### config.mk
export PLATFORM = sky130hd
export DESIGN_NAME = seq_detector_flat
export DESIGN_NICKNAME = d
export VERILOG_FILES = /design/src/rtl/seq_pkg.sv /design/src/rtl/seq_detector_if.sv /design/src/rtl/push_debounce.sv /design/src/rtl/seq_detector.sv /design/src/flat_wrapper.sv
export SDC_FILE = /design/constraint.sdc
export NUM_CORES = 1
export LEC_CHECK = 0
export BUFFER_PORTS_ARGS = -buffer_cell sky130_fd_sc_hd__clkbuf_2
export CORE_MARGIN = 2
export CORE_UTILIZATION = 50
export DETAILED_ROUTE_END_ITERATION = 7
export GPL_TIMING_DRIVEN = 1
export PLACE_DENSITY_LB_ADDON = 0.08
export SETUP_SLACK_MARGIN = 0.1
export SLEW_MARGIN = 5
export SYNTH_ARGS = -nofsm -noshare
export SYNTH_HDL_FRONTEND = slang
export SYNTH_SLANG_ARGS = --single-unit
### constraint.sdc
create_clock -name clk_50MHz -period 1.79 [get_ports clk_50MHz]
set_input_delay 0.358 -clock clk_50MHz [delete_from_list [all_inputs] [get_ports clk_50MHz]]
set_output_delay 0.358 -clock clk_50MHz [all_outputs]
set_load 0.005 [all_outputs]
### src/rtl/seq_pkg.sv
// Shared types for the serial pattern detector.
// FSM state encoding and match counter width.
package seq_pkg;

    typedef enum logic [1:0] {
        IDLE   = 2'd0,
        GOT0   = 2'd1,
        GOT01  = 2'd2,
        GOT010 = 2'd3
    } state_t;

    localparam int COUNT_W = 7;

endpackage

### src/rtl/seq_detector_if.sv
// Detector control/result bundle.
// master: drives ena/clear/bit_in/bit_push; slave: drives the results.
interface seq_detector_if;
    import seq_pkg::*;

    logic               ena;
    logic               clear;
    logic               bit_in;
    logic               bit_push;
    logic               match_pulse;
    logic [COUNT_W-1:0] match_count;
    logic               count_wrap;
    logic [1:0]         state_show;
    logic               sample_show;

    modport master (
        output ena, clear, bit_in, bit_push,
        input  match_pulse, match_count, count_wrap,
        input  state_show, sample_show
    );

    modport slave (
        input  ena, clear, bit_in, bit_push,
        output match_pulse, match_count, count_wrap,
        output state_show, sample_show
    );

endinterface

### src/rtl/push_debounce.sv
// Push button synchronizer, debouncer and rising-edge pulse.
// raw: async button; level: debounced level; rise: 1-cycle pulse on level 0->1.
module push_debounce #(
    parameter int DEBOUNCE_CYCLES = 500000
) (
    input  logic clk_50MHz,
    input  logic rst,
    input  logic raw,
    output logic level,
    output logic rise
);

    localparam int CNT_W =
        (DEBOUNCE_CYCLES > 1) ? $clog2(DEBOUNCE_CYCLES) : 1;
    localparam logic [CNT_W-1:0] CNT_LAST =
        CNT_W'(DEBOUNCE_CYCLES - 1);

    logic [1:0]       sync;
    logic [CNT_W-1:0] cnt;

    always_ff @(posedge clk_50MHz or posedge rst) begin
        if (rst) begin
            sync  <= 2'b00;
            cnt   <= '0;
            level <= 1'b0;
            rise  <= 1'b0;
        end else begin
            sync <= {sync[0], raw};
            rise <= 1'b0;
            // Level follows only after an unbroken run of disagreement.
            if (sync[1] != level) begin
                if (cnt == CNT_LAST) begin
                    cnt   <= '0;
                    level <= sync[1];
                    rise  <= sync[1];
                end else begin
                    cnt <= cnt + 1'b1;
                end
            end else begin
                cnt <= '0;
            end
        end
    end

endmodule

### src/rtl/seq_detector.sv
// Mealy detector for 01[0*]1 on button-clocked serial bits.
// clk_50MHz/rst plain; bus carries ena/clear/bit_in/bit_push and results.
module seq_detector
    import seq_pkg::*;
#(
    parameter int DEBOUNCE_CYCLES = 500000,
    parameter int MAX_COUNT       = 99,
    parameter bit OVERLAP         = 1'b1
) (
    input  logic          clk_50MHz,
    input  logic          rst,
    seq_detector_if.slave bus
);

    logic [1:0]         bit_sync;
    logic               b;
    logic               level;
    logic               sample_evt;
    state_t             state;
    logic [COUNT_W-1:0] count;
    logic               pulse;
    logic               wrap;
    logic               hit;

    push_debounce #(
        .DEBOUNCE_CYCLES(DEBOUNCE_CYCLES)
    ) u_push (
        .clk_50MHz(clk_50MHz),
        .rst      (rst),
        .raw      (bus.bit_push),
        .level    (level),
        .rise     (sample_evt)
    );

    always_ff @(posedge clk_50MHz or posedge rst) begin
        if (rst) bit_sync <= 2'b00;
        else     bit_sync <= {bit_sync[0], bus.bit_in};
    end

    assign b = bit_sync[1];

    assign hit = sample_evt && bus.ena && b &&
                 (state == GOT01 || state == GOT010);

    always_ff @(posedge clk_50MHz or posedge rst) begin
        if (rst) begin
            state <= IDLE;
            count <= '0;
            pulse <= 1'b0;
            wrap  <= 1'b0;
        end else if (bus.clear) begin
            // Clear beats a same-cycle sample; that bit is dropped.
            state <= IDLE;
            count <= '0;
            pulse <= 1'b0;
            wrap  <= 1'b0;
        end else begin
            pulse <= 1'b0;
            wrap  <= 1'b0;
            if (sample_evt && bus.ena) begin
                case (state)
                    IDLE:   state <= b ? IDLE : GOT0;
                    GOT0:   state <= b ? GOT01 : GOT0;
                    GOT01:  state <= b ? IDLE : GOT010;
                    GOT010: state <= b ? (OVERLAP ? GOT01 : IDLE)
                                       : GOT010;
                    default: state <= IDLE;
                endcase
            end
            if (hit) begin
                pulse <= 1'b1;
                if (count == COUNT_W'(MAX_COUNT)) begin
                    count <= '0;
                    wrap  <= 1'b1;
                end else begin
                    count <= count + 1'b1;
                end
            end
        end
    end

    assign bus.match_pulse = pulse;
    assign bus.match_count = count;
    assign bus.count_wrap  = wrap;
    assign bus.state_show  = state;
    assign bus.sample_show = sample_evt;

endmodule

### src/flat_wrapper.sv
// flat-port wrapper written by rule: the top's interface ports become plain ports
module seq_detector_flat import seq_pkg::*;
#(
    parameter int DEBOUNCE_CYCLES = 500000,
    parameter int MAX_COUNT       = 99,
    parameter bit OVERLAP         = 1'b1
)
  (clk_50MHz, rst, bus_ena, bus_clear, bus_bit_in, bus_bit_push, bus_match_pulse, bus_match_count, bus_count_wrap, bus_state_show, bus_sample_show);
  seq_detector_if bus_i ();
  input  logic clk_50MHz;
  input  logic rst;
  input wire logic [$bits(bus_i.ena)-1:0] bus_ena;
  input wire logic [$bits(bus_i.clear)-1:0] bus_clear;
  input wire logic [$bits(bus_i.bit_in)-1:0] bus_bit_in;
  input wire logic [$bits(bus_i.bit_push)-1:0] bus_bit_push;
  output wire logic [$bits(bus_i.match_pulse)-1:0] bus_match_pulse;
  output wire logic [$bits(bus_i.match_count)-1:0] bus_match_count;
  output wire logic [$bits(bus_i.count_wrap)-1:0] bus_count_wrap;
  output wire logic [$bits(bus_i.state_show)-1:0] bus_state_show;
  output wire logic [$bits(bus_i.sample_show)-1:0] bus_sample_show;
  assign bus_i.ena = bus_ena;
  assign bus_i.clear = bus_clear;
  assign bus_i.bit_in = bus_bit_in;
  assign bus_i.bit_push = bus_bit_push;
  assign bus_match_pulse = bus_i.match_pulse;
  assign bus_match_count = bus_i.match_count;
  assign bus_count_wrap = bus_i.count_wrap;
  assign bus_state_show = bus_i.state_show;
  assign bus_sample_show = bus_i.sample_show;
  seq_detector #(.DEBOUNCE_CYCLES(DEBOUNCE_CYCLES), .MAX_COUNT(MAX_COUNT), .OVERLAP(OVERLAP)) u_core (.clk_50MHz(clk_50MHz), .rst(rst), .bus(bus_i));
endmodule
==> results.toml <==
[drt]
antenna_left = 0
drtIter0Drc = 39
drtPass1Iterations = 4
routed_wirelength_mm = 3.26
wl_per_cell_um = 13.3
num_vias = 1297
drc = 0
viasPerCell = 5.29

[flow_run]
cap_violations = 0

[worst_setup_path]
crit_path_end_kind = "flop"
crit_chain = "nor4b_2 > nand4_1 > or4_4 > mux2_4"
crit_path_start_kind = "flop"
arrival_ns = 1.98
reg2reg_from = "u_core.u_push.cnt[9]$_DFF_PP0_"
crit_buf_inv = 0
crit_slowest_cell = "or4_4"
worstSetupStartpoint = "u_core.u_push.cnt[9]$_DFF_PP0_"
cp_top_family = "simple AND/OR/NAND/NOR gates"
crit_required_ns = 2.02
crit_end = "u_core.u_push.level$_DFFE_PP0P_"
reg2regPathDepth = 4
crit_type = "flop to flop"
r2r_slack_ns = 0.04
crit_cells = 4
rr_endpoint = "u_core.u_push.level$_DFFE_PP0P_"
crit_fanout = 3
critical_path.max_stage_delay_ns = 0.48

[logic_synthesis]
ys_seq_area_frac = 0.534
ys_seq_elements = 36
ys_types = 37
async_flop_share = 1.00
yosys_warnings = 0
synth-edff-count = 0
syn_area_sq_mm = 0.00169
syn_avg_cell_area_sq_um = 10.7
netlist_instances = 158
syn-num-nets = 166
synthFlopType = "dfrtp_1"

[power_and_ir_drop]
combPwrFrac = 0.043
vdd_ir_drop_max_uv = 354
p_leak_nw = 0.930
swShare = 0.229
p_seq_frac = 0.651
p_int_mw = 0.989
power.clock.fraction = 0.306
power_density_mw_per_mm2 = 618
power_switching_mw = 0.294

[sta]
min_period_ns = 1.75
slew_headroom = 0.712
grt_setup_unrepaired = "true"
setup_violations = 0
final-hold-violation-count = 0
fin_ws_ns = 0.0420
max_freq_mhz = 572
tightest_slew_ns = 0.431
fin_skew_ns = 0.00886
whs_ns = 0.0795
fin_crit_sh = 0.977
finalMaxSlewViolations = 0

[layout]
final_cell_mix = "dfrtp_1 (31), nor2_1 (22), clkbuf_2 (17), buf_4 (17), xnor2_1 (12)"
nets = 207
syn2layout_area_growth_pct = 23.1
seq_area_sq_um = 907
n_fill_cell = 276
multiInputGateArea_sq_um = 801
final_core_util = 0.632
final_cell_count_no_fill = 245
drive_above_1_share = 0.317
diodes = 0
final_common_cell = "dfrtp_1"

[clock_network]
cts_made_buffers = 5
clockBufferDepth = 2
path_clk_slew_ns = 0.10
hold_buffers = 0
clock_latency_ns = 0.33
cts_sinks = 36
cts_tree = "yes"
h-tree-depth = 2
cts_root_buf = "clkbuf_4"

[floorplan]
start_util = 0.514
rows = 21
pin_count = 18
die_area_sq_mm = 0.00385
die_y_um = 62.1
chipWidth_um = 62.1
coreArea_sq_mm = 0.00328

[global_route]
antenna_found_initial = 0
overflow = 0
grt_pass1_wl_mm = 5.24
grt_max_degree = 37
grt_pass1_vias = 1163
grt_use_total = 0.193

[place]
pre_cts_ws_ns = 0.0530
placedCellCount = 233
dp_hpwl_mm = 2.34
place_congestion = 0.831
port_buffers = 17

[run_status]
status = "finished, final reports clean"

[min_path]
hp-class = "input port to asynchronous set/reset pin"
## layer usage
metal	vias up	GRT usage	wire [um]
met2	26	0.324	1660
met5	-	0	0
met3	5	0.0683	141
met1	628	0.226	1420
met4	0	0.0760	51
li1	638	-	-
## worst min path at each step
stage | startpoint | end | slack [ns] | cells past startpoint
finish | rst | u_core.bit_sync[1]$_DFF_PP0_ | 0.08 | 3
global route | bus_bit_in | u_core.bit_sync[0]$_DFF_PP0_ | 0.1 | 1
CTS | rst | u_core.bus.state_show[0]$_DFFE_PP0P_ | 0.09 | 3
detailed placement | u_core.u_push.sync[0]$_DFF_PP0_ | u_core.u_push.sync[1]$_DFF_PP0_ | 0.33 | 0
global placement | u_core.bit_sync[0]$_DFF_PP0_ | u_core.bit_sync[1]$_DFF_PP0_ | 0.33 | 0
floorplan | u_core.bit_sync[0]$_DFF_PP0_ | u_core.bit_sync[1]$_DFF_PP0_ | 0.33 | 0
## Yosys cell counts (all sizes together) (2+ instances only)
cell     n  area (sq um)
ha       2          25.0
dfrtp   36           901
or4      2          18.8
nor2b    2          12.5
nand3   10          62.6
nand4    8          56.3
nor2    22          82.6
xor2     4          35.0
a31oi    2          12.5
and3     4          25.0
nand2b   2          12.5
mux2     2          26.3
o21ai    4          20.0
or2      2          12.5
xnor2   12           105
nor4     5          31.3
inv      8          30.0
a21oi    6          30.0
nand2    6          22.5
nor3     3          15.0
a22o     2          17.5
or3      3          18.8
## worst min-delay path, cell delays in order
cell      delay, ns
clkbuf_2       0.08
inv_1          0.04
buf_4          0.37
## cells by family after synthesis
| logic type | synth area share |
|---|---|
| adders and majority gates | 0.0148 |
| xor gates and xnor gates | 0.0831 |
| and+or+nand+nor | 0.244 |
| muxes | 0.0215 |
| DFF | 0.534 |
| buffers and inverters | 0.0237 |
| AOI/OAI and AO/OA | 0.0786 |
## cell type report
cell class | count | area share
clock buffer | 6 | 0.0199
clock inverter | 1 | 0.00241
inverter | 8 | 0.0145
multi-input combinational | 112 | 0.386
sequential | 36 | 0.437
tap | 46 | 0.0277
timing repair buffer | 36 | 0.113
## power by group through the flow
stage	clock network [mW]	logic [mW]	registers [mW]
6_report	0.393	0.0550	0.835
3_3_place_gp	0	0.0562	0.850
3_5_place_dp	0	0.0566	0.850
2_1_floorplan	0	0.0350	0.848
4_1_cts	0.409	0.0563	0.835
5_1_grt	0.451	0.0626	0.838
## stage by stage
stage	TNS (ns)	power, mW	instance area [sq um]
6_report	0	1.28	2080
5_1_grt	-0.0290	1.35	2080
4_1_cts	0	1.30	2010
3_5_place_dp	0	0.907	1950
3_3_place_gp	0	0.906	1950
2_1_floorplan	0	0.883	1710
## state kept, by name (all words and copies together) (netlist names)
name,cells
u_core.bus.state_show,2
u_core.u_push.level,1
u_core.u_push.rise,1
u_core.u_push.sync,2
u_core.bus.match_pulse,1
u_core.u_push.cnt,19
u_core.bus.match_count,7
u_core.bus.count_wrap,1
u_core.bit_sync,2
## timing repair
action,CTS,global route
gates resized for setup,1,12
setup buffers,1,4
pin swaps,1,3
endpoints found under the setup margin,2,10
Power figures use the tool's default switching activity.
